--- config.mk ---
export PLATFORM = sky130hd
export DESIGN_NAME = text_dump_tx
export DESIGN_NICKNAME = d
export VERILOG_FILES = /design/src/rtl/text_dump_tx_pkg.sv /design/src/rtl/text_dump_tx_uart.sv /design/src/rtl/text_dump_tx.sv
export SDC_FILE = /design/constraint.sdc
export NUM_CORES = 1
export LEC_CHECK = 0
export ABC_AREA = 1
export BUFFER_PORTS_ARGS = -buffer_cell sky130_fd_sc_hd__buf_2
export CORE_MARGIN = 2
export CORE_UTILIZATION = 46
export DETAILED_ROUTE_END_ITERATION = 12
export GPL_TIMING_DRIVEN = 0
export PLACE_DENSITY = 0.61
export SLEW_MARGIN = 20
export SYNTH_ARGS = -nofsm -noshare
export SYNTH_HDL_FRONTEND = slang
export SYNTH_HIERARCHICAL = 1
export SYNTH_SLANG_ARGS = --single-unit
--- constraint.sdc ---
create_clock -name clk -period 2.5 [get_ports clk]
set_input_delay 0.5 -clock clk [delete_from_list [all_inputs] [get_ports clk]]
set_output_delay 0.5 -clock clk [all_outputs]
set_load 0.005 [all_outputs]
--- src/rtl/text_dump_tx_pkg.sv ---
// Shared constants, state encodings and the character substitution rule
// for the text-buffer UART dump.
package text_dump_tx_pkg;

   localparam logic [7:0] ASCII_CR    = 8'h0D;
   localparam logic [7:0] ASCII_LF    = 8'h0A;
   localparam logic [7:0] ASCII_SPACE = 8'h20;

   typedef enum logic [2:0] {
      IDLE,
      FETCH,
      WAIT,
      LOAD,
      SEND,
      EOL_CR,
      EOL_LF,
      FINISH
   } scan_state_t;

   typedef enum logic [1:0] {
      TX_IDLE,
      TX_START,
      TX_DATA,
      TX_STOP
   } tx_state_t;

   // Control codes and DEL would upset a terminal capture, so they go out as spaces.
   function automatic logic [7:0] printable(input logic [6:0] c);
      return ((c < 7'h20) || (c == 7'h7F)) ? ASCII_SPACE : {1'b0, c};
   endfunction

endpackage

--- src/rtl/text_dump_tx_uart.sv ---
// 8N1 UART serializer: start bit, 8 data bits LSB first, stop bit, each
// held CLKS_PER_BIT cycles; tx_done_tick marks the last stop-bit cycle.
module uart_tx
   import text_dump_tx_pkg::*;
#(
   parameter int CLKS_PER_BIT = 2604
) (
   input  logic       clk,
   input  logic       rst_n,
   input  logic       tx_start,
   input  logic [7:0] din,
   output logic       tx,
   output logic       tx_busy,
   output logic       tx_done_tick
);

   localparam int            BW        = (CLKS_PER_BIT > 1) ? $clog2(CLKS_PER_BIT) : 1;
   localparam logic [BW-1:0] BAUD_LAST = BW'(CLKS_PER_BIT - 1);

   tx_state_t     state_q, state_d;
   logic [BW-1:0] baud_q, baud_d;
   logic [2:0]    bit_q, bit_d;
   logic [7:0]    shift_q, shift_d;
   logic          tx_q, tx_d;
   logic          bit_end;

   assign bit_end = (baud_q == BAUD_LAST);
   assign tx      = tx_q;
   assign tx_busy = (state_q != TX_IDLE);

   always_ff @(posedge clk or negedge rst_n) begin
      if (!rst_n) begin
         state_q <= TX_IDLE;
         baud_q  <= '0;
         bit_q   <= '0;
         shift_q <= '0;
         tx_q    <= 1'b1;
      end else begin
         state_q <= state_d;
         baud_q  <= baud_d;
         bit_q   <= bit_d;
         shift_q <= shift_d;
         tx_q    <= tx_d;
      end
   end

   // Baud counter reloads at every bit boundary, so bit lengths never drift.
   always_comb begin
      state_d      = state_q;
      baud_d       = bit_end ? '0 : baud_q + BW'(1);
      bit_d        = bit_q;
      shift_d      = shift_q;
      tx_d         = tx_q;
      tx_done_tick = 1'b0;
      unique case (state_q)
         TX_IDLE: begin
            baud_d = '0;
            if (tx_start) begin
               shift_d = din;
               tx_d    = 1'b0;
               state_d = TX_START;
            end
         end
         TX_START: begin
            if (bit_end) begin
               tx_d    = shift_q[0];
               bit_d   = '0;
               state_d = TX_DATA;
            end
         end
         TX_DATA: begin
            if (bit_end) begin
               if (bit_q == 3'd7) begin
                  tx_d    = 1'b1;
                  state_d = TX_STOP;
               end else begin
                  shift_d = shift_q >> 1;
                  tx_d    = shift_q[1];
                  bit_d   = bit_q + 3'd1;
               end
            end
         end
         TX_STOP: begin
            if (bit_end) begin
               tx_done_tick = 1'b1;
               state_d      = TX_IDLE;
            end
         end
         default: state_d = TX_IDLE;
      endcase
   end

endmodule

--- src/rtl/text_dump_tx.sv ---
// Scans the text buffer row by row and streams it over the UART, closing
// each row with CR/LF.
module text_dump_tx
   import text_dump_tx_pkg::*;
#(
   parameter int CLKS_PER_BIT = 2604,
   parameter int COLS         = 80,
   parameter int ROWS         = 30
) (
   input  logic        clk,
   input  logic        rst_n,
   input  logic        start,
   output logic [11:0] rd_addr,
   input  logic [6:0]  rd_data,
   output logic        tx,
   output logic        busy,
   output logic        done_tick
);

   localparam logic [6:0] COL_LAST = 7'(COLS - 1);
   localparam logic [4:0] ROW_LAST = 5'(ROWS - 1);

   scan_state_t state_q, state_d;
   logic [4:0]  row_q, row_d;
   logic [6:0]  col_q, col_d;
   logic [7:0]  byte_q, byte_d;
   logic        tx_start;
   logic [7:0]  tx_din;
   logic        tx_busy;
   logic        tx_done_tick;

   uart_tx #(.CLKS_PER_BIT(CLKS_PER_BIT)) u_uart_tx (
      .clk          (clk),
      .rst_n        (rst_n),
      .tx_start     (tx_start),
      .din          (tx_din),
      .tx           (tx),
      .tx_busy      (tx_busy),
      .tx_done_tick (tx_done_tick)
   );

   assign rd_addr   = {row_q, col_q};
   assign busy      = (state_q != IDLE) && (state_q != FINISH);
   assign done_tick = (state_q == FINISH);

   always_ff @(posedge clk or negedge rst_n) begin
      if (!rst_n) begin
         state_q <= IDLE;
         row_q   <= '0;
         col_q   <= '0;
         byte_q  <= '0;
      end else begin
         state_q <= state_d;
         row_q   <= row_d;
         col_q   <= col_d;
         byte_q  <= byte_d;
      end
   end

   // CR/LF states fire the serializer on their first (idle) cycle and then
   // wait in place, which gives the one-cycle gap ahead of line endings.
   always_comb begin
      state_d  = state_q;
      row_d    = row_q;
      col_d    = col_q;
      byte_d   = byte_q;
      tx_start = 1'b0;
      tx_din   = byte_q;
      unique case (state_q)
         IDLE: begin
            if (start) begin
               row_d   = '0;
               col_d   = '0;
               state_d = FETCH;
            end
         end
         FETCH: state_d = WAIT;
         WAIT: begin
            byte_d  = printable(rd_data);
            state_d = LOAD;
         end
         LOAD: begin
            tx_start = 1'b1;
            state_d  = SEND;
         end
         SEND: begin
            if (tx_done_tick) begin
               if (col_q != COL_LAST) begin
                  col_d   = col_q + 7'd1;
                  state_d = FETCH;
               end else begin
                  state_d = EOL_CR;
               end
            end
         end
         EOL_CR: begin
            tx_din   = ASCII_CR;
            tx_start = !tx_busy;
            if (tx_done_tick) state_d = EOL_LF;
         end
         EOL_LF: begin
            tx_din   = ASCII_LF;
            tx_start = !tx_busy;
            if (tx_done_tick) begin
               if (row_q != ROW_LAST) begin
                  row_d   = row_q + 5'd1;
                  col_d   = '0;
                  state_d = FETCH;
               end else begin
                  state_d = FINISH;
               end
            end
         end
         FINISH: state_d = IDLE;
         default: state_d = IDLE;
      endcase
   end

endmodule
# After elaboration in Yosys (flattened, before gate mapping)
# Cells that the tools add are included.
# word_totals
reg_bits	49
inputBits	10
out_inout_bits	15
wordCells	105
# classes
addsub	4
order_cmp	1
n_eq_ne	28
n_mux	43
n_reduce_logical	20
# op_table
cell	count
two-way mux 7 bit	6
one-hot mux 8 bit (2 select lines)	2
two-way mux 3 bit	9
two-way mux 12 bit	2
two-way mux 8 bit	3
one-hot mux 3 bit (8 select lines)	1
one-hot mux 7 bit (3 select lines)	1
AND reduction 4 bit	5
inequality test 2 bit (second input constant)	8
== test 3 bit (second input constant)	5
two-way mux 5 bit	3
adder 12 x 1 -> 12 bit (second input constant)	1
== test 12 bit (second input constant)	1
two-way mux 2 bit	5
one-hot mux 5 bit (2 select lines)	1
nonzero test 3 bit	3
inequality test 2 x 1 -> 1 bit (second input constant)	4
one-hot mux 2 bit (4 select lines)	1
nonzero test 2 bit	4
adder 7 x 1 -> 7 bit (second input constant)	1
== test 7 bit (second input constant)	1
< comparator 7 x 6 -> 1 bit (second input constant)	1
inequality test 7 bit (second input constant)	1
== test 3 x 2 -> 1 bit (second input constant)	2
19 further kinds	25

# Longest topological paths before layout
# Gate-level depths: netlist (run 1).
# logic_depth
depth_word	5
ltp_mapped	12
ltp_nobuf	12

# Hierarchy
# Netlist (run 1), hierarchy kept.
# modules_own_cells
mod	n_inst	cells_each	area_per_inst_um2	seq_area_each_um2
uart_tx	1	192	1485.2	651.9
text_dump_tx	1	212	1456.4	550.5

# Least setup slack after synthesis (run 1)
# Ideal clock, no wire load.
# synth_path
kind	register to register
from	register u_uart_tx.baud_q[0]
to	register col_q[4]
setup_ns	0.116
arrival_ns	1.683
required_ns	2.384
path_slack_ns	0.701
stages_incl_launch_ff	13
n_path_buf	0
period_less_slack_ns	1.799
path_cell_list	dfrtp_1 > ha_1 > nand2_1 > nor2_4 > nand3_4 > nor2_1 > inv_1 > nand3_1 > nand2_1 > nor2_4 > nand3_4 > nand2_1 > nand2_1
# synth_between
elab_chain_cells	5
word_cells_on_any_way	6
classes_between	3 x eq/ne; 2 x mux; 1 x reduce/logical
# synth_lines
item	line_no	text
from (decl)	text_dump_tx_uart.sv:21	logic [BW-1:0] baud_q, baud_d;
from (signal assigned)	text_dump_tx_uart.sv:40	baud_q <= baud_d;
== test 12 bit *	text_dump_tx_uart.sv:27	assign bit_end = (baud_q == BAUD_LAST);
two-way mux 1 bit *	text_dump_tx_uart.sv:84	if (bit_end) begin
two-way mux 1 bit *	text_dump_tx_uart.sv:55	unique case (state_q)
named net tx_done_tick	text_dump_tx.sv:30	logic tx_done_tick;
inequality test 2 bit (no line)	n/a	
AND reduction 6 bit (no line) *	n/a	
to (signal assigned)	text_dump_tx.sv:55	col_q <= col_d;
to (decl)	text_dump_tx.sv:25	logic [6:0] col_q, col_d;
# Mark *: on every way through the listed nets, which the timed path passes. The rest lies on a longest branch.
# A chain may end at the register's enable or synchronous reset.

# Worst setup path in the final report (run 1)
# Same ends and word-level chain as after synthesis.

==> impl_metrics.env, run 1 <==
export IMPL_status="complete, no violations"
export IMPL_mostFrequentLayoutCells="nand2_1, dfrtp_1, inv_1, nor2_1, nand3_1"
export IMPL_root_buffer="clkbuf_8"
export IMPL_p_clk_share_pct=15.0
export IMPL_diodes=0
export IMPL_fillers=636
export IMPL_die_x_um=84.0
export IMPL_synth_seq_cells=48
export IMPL_clock_path_buffers=2
export IMPL_die_h_um=84.0
export IMPL_fin_crit_ps=2100
export IMPL_post_synth_main_area_contributors="dfrtp_1, nand2_1, inv_1, nand3_1, nor2_1"
export IMPL_num_rows=29
export IMPL_p_switching_mw=1.42
export IMPL_hold_viol=0
export IMPL_yosys_warnings=6
export IMPL_path_class="reg2reg"
export IMPL_hold_buffers=0
export IMPL_hold_path_class="in2async"
export IMPL_fmax_mhz=475
export IMPL_setup_viol=0
export IMPL_vias=2509
export IMPL_synth_edff_count=0
export IMPL_numCtsBuffers=5
export IMPL_cts_resized=0
export IMPL_crit_arrival_ps=2300
export IMPL_grt_max_degree=49
export IMPL_cts_setup_buffers=0
export IMPL_p_per_area_mw_per_mm2=974
export IMPL_viasPerCell=4.89
export IMPL_nets=456
export IMPL_multi_input_area_mm2=0.00152
export IMPL_rsz0062_at_grt="false"
export IMPL_worst_pin_slew_ps=628
export IMPL_max_cap_violations=0
export IMPL_wl_per_cell_um=11.3
export IMPL_worst_ep_required_time_ps=2690
export IMPL_ant_nets=0
export IMPL_placed_area_mm2=0.00316
export IMPL_fin_crit_sh_pct=84.1
export IMPL_fin_setup_tns_ps=0
export IMPL_overflow=0
export IMPL_io_buffers=24
export IMPL_synth_top_area_share_pct=40.0
export IMPL_yosys_area_top_type="dfrtp_1"
export IMPL_grt_pass1_wl_mm=10.6
export IMPL_area_growth_pct=10.5
export IMPL_critPathLaunchType="flop"
export IMPL_layout_commonest_cell="nand2_1"
export IMPL_synth_cell_type_count=30
export IMPL_wirelength_mm=5.79
export IMPL_drive_gt1_share_pct=14.2
export IMPL_slew_violations=0
export IMPL_clk_pin_slew_ps=80
export IMPL_worstSetupEndpointType="flop"
export IMPL_p_leak_nw=1.78
export IMPL_antenna_found_initial=0
export IMPL_syn_num_nets=425
export IMPL_whs_ps=205
export IMPL_ys_dominant_reg_cell="dfrtp_1"
export IMPL_dr_first_iter_drc_count=133
export IMPL_clkSinkCount=48
export IMPL_insertion_delay_ps=290
export IMPL_async_flop_share_pct=100
export IMPL_synthesis_instances=404
export IMPL_place_hpwl_mm=4.26
export IMPL_first_global_vias=2336
export IMPL_coreArea_mm2=0.00628
export IMPL_io_pins=25
export IMPL_pwr_share_seq_pct=36.1
export IMPL_gp_congestion=0.813
export IMPL_ir_drop_mv=0.454
export IMPL_htree_levels=2
export IMPL_switching_share_pct=44.9
export IMPL_cts_tree="yes"
export IMPL_power_internal_mw=1.75
export IMPL_fin_worst_skew_ps=4.66
export IMPL_max_slew_margin_pct=58.1
export IMPL_synth_area_per_cell_um2=7.28
export IMPL_seq_area_mm2=0.00120
export IMPL_ys_seq_area_share_pct=40.9
export IMPL_fp_dieArea_mm2=0.00705
export IMPL_critPathMaxFanout=7
export IMPL_design_area_mm2=0.00325
export IMPL_netlist_area_mm2=0.00294
export IMPL_route_detailed_drc=0
export IMPL_first_pass_iters=4
export IMPL_comb_power_share_pct=48.9
export IMPL_start_util_pct=46.9
export IMPL_grt_usage_pct=18.1
[cells by family (layout without fill, tap and decap cells)]
group / after synthesis / count (layout) / share of synthesized area [%]
buf+inv: 53 / 85 / 7.32
xor+xnor: 6 / 6 / 1.79
simple gates: 258 / 258 / 39.9
compound gates: 27 / 27 / 5.27
other cells: 1 / 1 / 0.127
flops: 48 / 48 / 40.9
fa+ha+maj: 11 / 11 / 4.68
[state kept, by name, summed over array words and instances, names as in the netlist]
| register | cells |
|---|---|
| u_uart_tx/state_q | 2 |
| u_uart_tx/baud_q | 12 |
| u_uart_tx/shift_q | 8 |
| row_q | 5 |
| byte_q | 7 |
| state_q | 3 |
| u_uart_tx/tx | 1 |
| u_uart_tx/bit_q | 3 |
| col_q | 7 |
[cell usage after synthesis (4+ instances only)]
cell / n
nand2_2: 7
inv_2: 4
nor2_4: 6
dfrtp_1: 47
a21oi_1: 6
nand2_1: 143
nor2_2: 4
nand4_1: 9
xor2_1: 4
inv_1: 45
nand3_1: 32
o21ai_0: 15
ha_1: 11
nor3_1: 4
nand3b_1: 4
nor2_1: 40
[power by group through the flow]
stage / registers, mW / clock network [mW] / logic, mW
2_1_floorplan: 1.12 / 0 / 1.21
3_3_place_gp: 1.15 / 0 / 1.54
3_5_place_dp: 1.16 / 0 / 1.56
4_1_cts: 1.14 / 0.501 / 1.57
5_1_grt: 1.18 / 0.525 / 1.80
6_report: 1.14 / 0.476 / 1.55
[worst paths after layout]
| path | cells past startpoint | start | to | slack (ps) |
|---|---|---|---|---|
| min | 1 | rst_n | col_q[5] | 200 |
| max reg2reg | 12 | u_uart_tx/baud_q[0] | col_q[4] | 400 |
| min reg2reg | 1 | u_uart_tx/baud_q[0] | u_uart_tx/baud_q[0] | 470 |
| min in group clk | 1 | u_uart_tx/baud_q[0] | u_uart_tx/baud_q[0] | 470 |
| max | 12 | u_uart_tx/baud_q[0] | col_q[4] | 400 |
| max in group asynchronous | 1 | rst_n | u_uart_tx/baud_q[6] | 1860 |
[layer usage]
metal | vias to the layer above | wire, um | track usage [%]
li1 | 1338 | - | -
met1 | 1138 | 2930 | 25.0
met2 | 27 | 2660 | 29.6
met3 | 6 | 145 | 3.26
met4 | 0 | 54 | 3.96
met5 | - | 0 | 0
[layout make-up]
type,count,share of cell area [%]
clock buffer,8,2.77
inverter,49,5.66
sequential,48,37.0
tap,77,2.96
timing repair buffer,24,3.77
multi-input combinational,303,46.9
buffer,4,0.962
[critical path, stage by stage (launching register included)]
cell and delay, ps:
dfrtp_1 380, ha_1 260, nand2_1 110, nor2_4 150
nand3_4 120, nor2_1 170, inv_1 140, nand3_1 130
nand2_1 90, nor2_4 180, nand3_4 130, nand2_1 80
nand2_1 50
[stage by stage]
stage / power [mW] / setup slack [ps] / std cells / utilization [%]
after floorplan: 2.33 / 701 / 404 / -
after global placement: 2.69 / 435 / 505 / 50.3
after detailed placement: 2.72 / 395 / 505 / 50.3
after CTS: 3.21 / 369 / 513 / 51.8
after global routing: 3.50 / 111 / 513 / 51.8
final: 3.17 / 397 / 513 / 51.8
(Power assumes the default switching activity.)
==> run 2: changes to the inputs <==
==> constraint.sdc (replaced) <==
create_clock -name clk -period 2.14 [get_ports clk]
set_input_delay 0.428 -clock clk [delete_from_list [all_inputs] [get_ports clk]]
set_output_delay 0.428 -clock clk [all_outputs]
set_load 0.005 [all_outputs]
==> impl_metrics.env, run 2 (synthesis gave the netlist of run 1 again) <==
export IMPL_wirelength_mm=5.82
export IMPL_fin_setup_tns_ps=0
export IMPL_worst_pin_slew_ps=629
export IMPL_max_slew_margin_pct=58.1
export IMPL_fp_dieArea_mm2=0.00705
export IMPL_place_ws_ps=35.1
export IMPL_area_growth_pct=11.4
export IMPL_multi_input_area_mm2=0.00154
export IMPL_fin_ws_ps=227
export IMPL_ant_nets=0
export IMPL_p_leak_nw=1.78
export IMPL_insertion_delay_ps=290
export IMPL_critPathMaxFanout=7
export IMPL_dr_first_iter_drc_count=133
export IMPL_p_per_area_mw_per_mm2=1140
export IMPL_clkSinkCount=48
export IMPL_gp_congestion=0.813
export IMPL_antenna_found_initial=0
export IMPL_setup_viol=0
export IMPL_fillers=636
export IMPL_hold_path_class="in2async"
export IMPL_crit_arrival_ps=2100
export IMPL_first_pass_iters=4
export IMPL_slew_violations=0
export IMPL_worstSetupEndpointType="flop"
export IMPL_ir_drop_mv=0.530
export IMPL_fin_crit_ps=1910
export IMPL_reg_top3="u_uart_tx/baud_q: 12 flops, u_uart_tx/shift_q: 8 flops"
export IMPL_num_rows=29
export IMPL_worst_ep_required_time_ps=2330
export IMPL_grt_usage_pct=18.1
export IMPL_whs_ps=134
export IMPL_viasPerCell=4.91
export IMPL_fin_util_pct=52.2
export IMPL_mostFrequentLayoutCells="nand2_1, dfrtp_1, inv_1, nor2_1, nand3_1"
export IMPL_path_common_cell="nand2_1"
export IMPL_die_x_um=84.0
export IMPL_worstPathCellList="ha_4 > nand2_1 > nor2_4 > nand3_4 > nor2_2 > inv_2 > nand3_1 > nand2_1 > nor2_4 > nand3_4 > nand2_1 > nand2_1"
export IMPL_rsz0062_at_grt="false"
export IMPL_start_util_pct=46.9
export IMPL_wl_per_cell_um=11.3
export IMPL_numCtsBuffers=5
export IMPL_hold_viol=0
export IMPL_top_register="u_uart_tx/baud_q"
export IMPL_fin_worst_skew_ps=4.93
export IMPL_worst_path_max_delay_cell="dfrtp_1"
export IMPL_max_cap_violations=0
export IMPL_io_pins=25
export IMPL_fmax_mhz=523
export IMPL_path_class="reg2reg"
export IMPL_die_h_um=84.0
export IMPL_critPathLaunchType="flop"
export IMPL_route_detailed_drc=0
export IMPL_layout_commonest_cell="nand2_1"
export IMPL_drive_gt1_share_pct=15.3
export IMPL_fin_crit_sh_pct=89.4
export IMPL_seq_area_mm2=0.00120
export IMPL_diodes=0
export IMPL_grt_pass1_wl_mm=10.6
export IMPL_first_global_vias=2336
export IMPL_cts_tree="yes"
export IMPL_io_buffers=24
export IMPL_largest_register_ffs=12
export IMPL_vias=2523
export IMPL_status="complete, no violations"
export IMPL_place_hpwl_mm=4.26
export IMPL_clock_path_buffers=2
export IMPL_clk_pin_slew_ps=80
export IMPL_overflow=0
export IMPL_coreArea_mm2=0.00628
export IMPL_htree_levels=2
export IMPL_nets=457
export IMPL_grt_max_degree=49
export IMPL_max_stage_delay_ps=420
export IMPL_root_buffer="clkbuf_8"
[run 2: layout make-up]
cell class	instances	share of cell area, %
Timing Repair Buffer	25	3.97
Multi-Input combinational cell	303	47.1
Tap cell	77	2.94
Clock buffer	8	2.75
Buffer	4	0.955
Inverter	49	5.61
Sequential cell	48	36.7
[run 2: routing by layer]
layer  track usage, %  wire length, um  vias up
met5                0                0        -
met4             3.96               54        0
met3             3.26              149        6
met2             29.6             2660       28
met1             25.0             2950     1151
li1                 -                -     1338
[run 2: per-stage QoR]
step	power [mW]	cell area [um^2]	cells
2_1_floorplan	2.72	2940	404
5_1_grt	4.13	3280	514
4_1_cts	3.75	3250	513
3_3_place_gp	3.14	3160	505
6_report	3.75	3280	514
3_5_place_dp	3.17	3160	505
[run 2: critical path: cells and delay by family (launching register included)]
| family | cells | cell delay [ps] |
|---|---|---|
| fa+ha+maj | 1 | 180 |
| buf+inv | 1 | 80 |
| flops | 1 | 420 |
| simple gates | 10 | 1120 |
[run 2: worst paths after layout]
| kind | from | end | cells past startpoint | slack, ps |
|---|---|---|---|---|
| worst max-delay path | u_uart_tx/baud_q[0] | col_q[4] | 12 | 230 |
| max in group asynchronous | rst_n | u_uart_tx/baud_q[6] | 1 | 1570 |
| worst max register to register | u_uart_tx/baud_q[0] | col_q[4] | 12 | 230 |
| worst min register to register | u_uart_tx/tx | u_uart_tx/tx | 2 | 470 |
| worst min-delay path | rst_n | col_q[5] | 1 | 130 |
| min in group clk | rd_data[1] | byte_q[1] | 3 | 400 |
[run 2: where the power goes]
part | switching (mW) | internal (mW) | total, mW
logic | 1.19 | 0.663 | 1.85
registers | 0.198 | 1.15 | 1.34
clock network | 0.292 | 0.264 | 0.556
total | 1.68 | 2.07 | 3.75
[run 2: repair_timing]
item,4_1_cts,5_1_grt
setup buffers,0,1
endpoints found under the setup margin,0,23
resized for setup,0,5
hold buffers,0,0
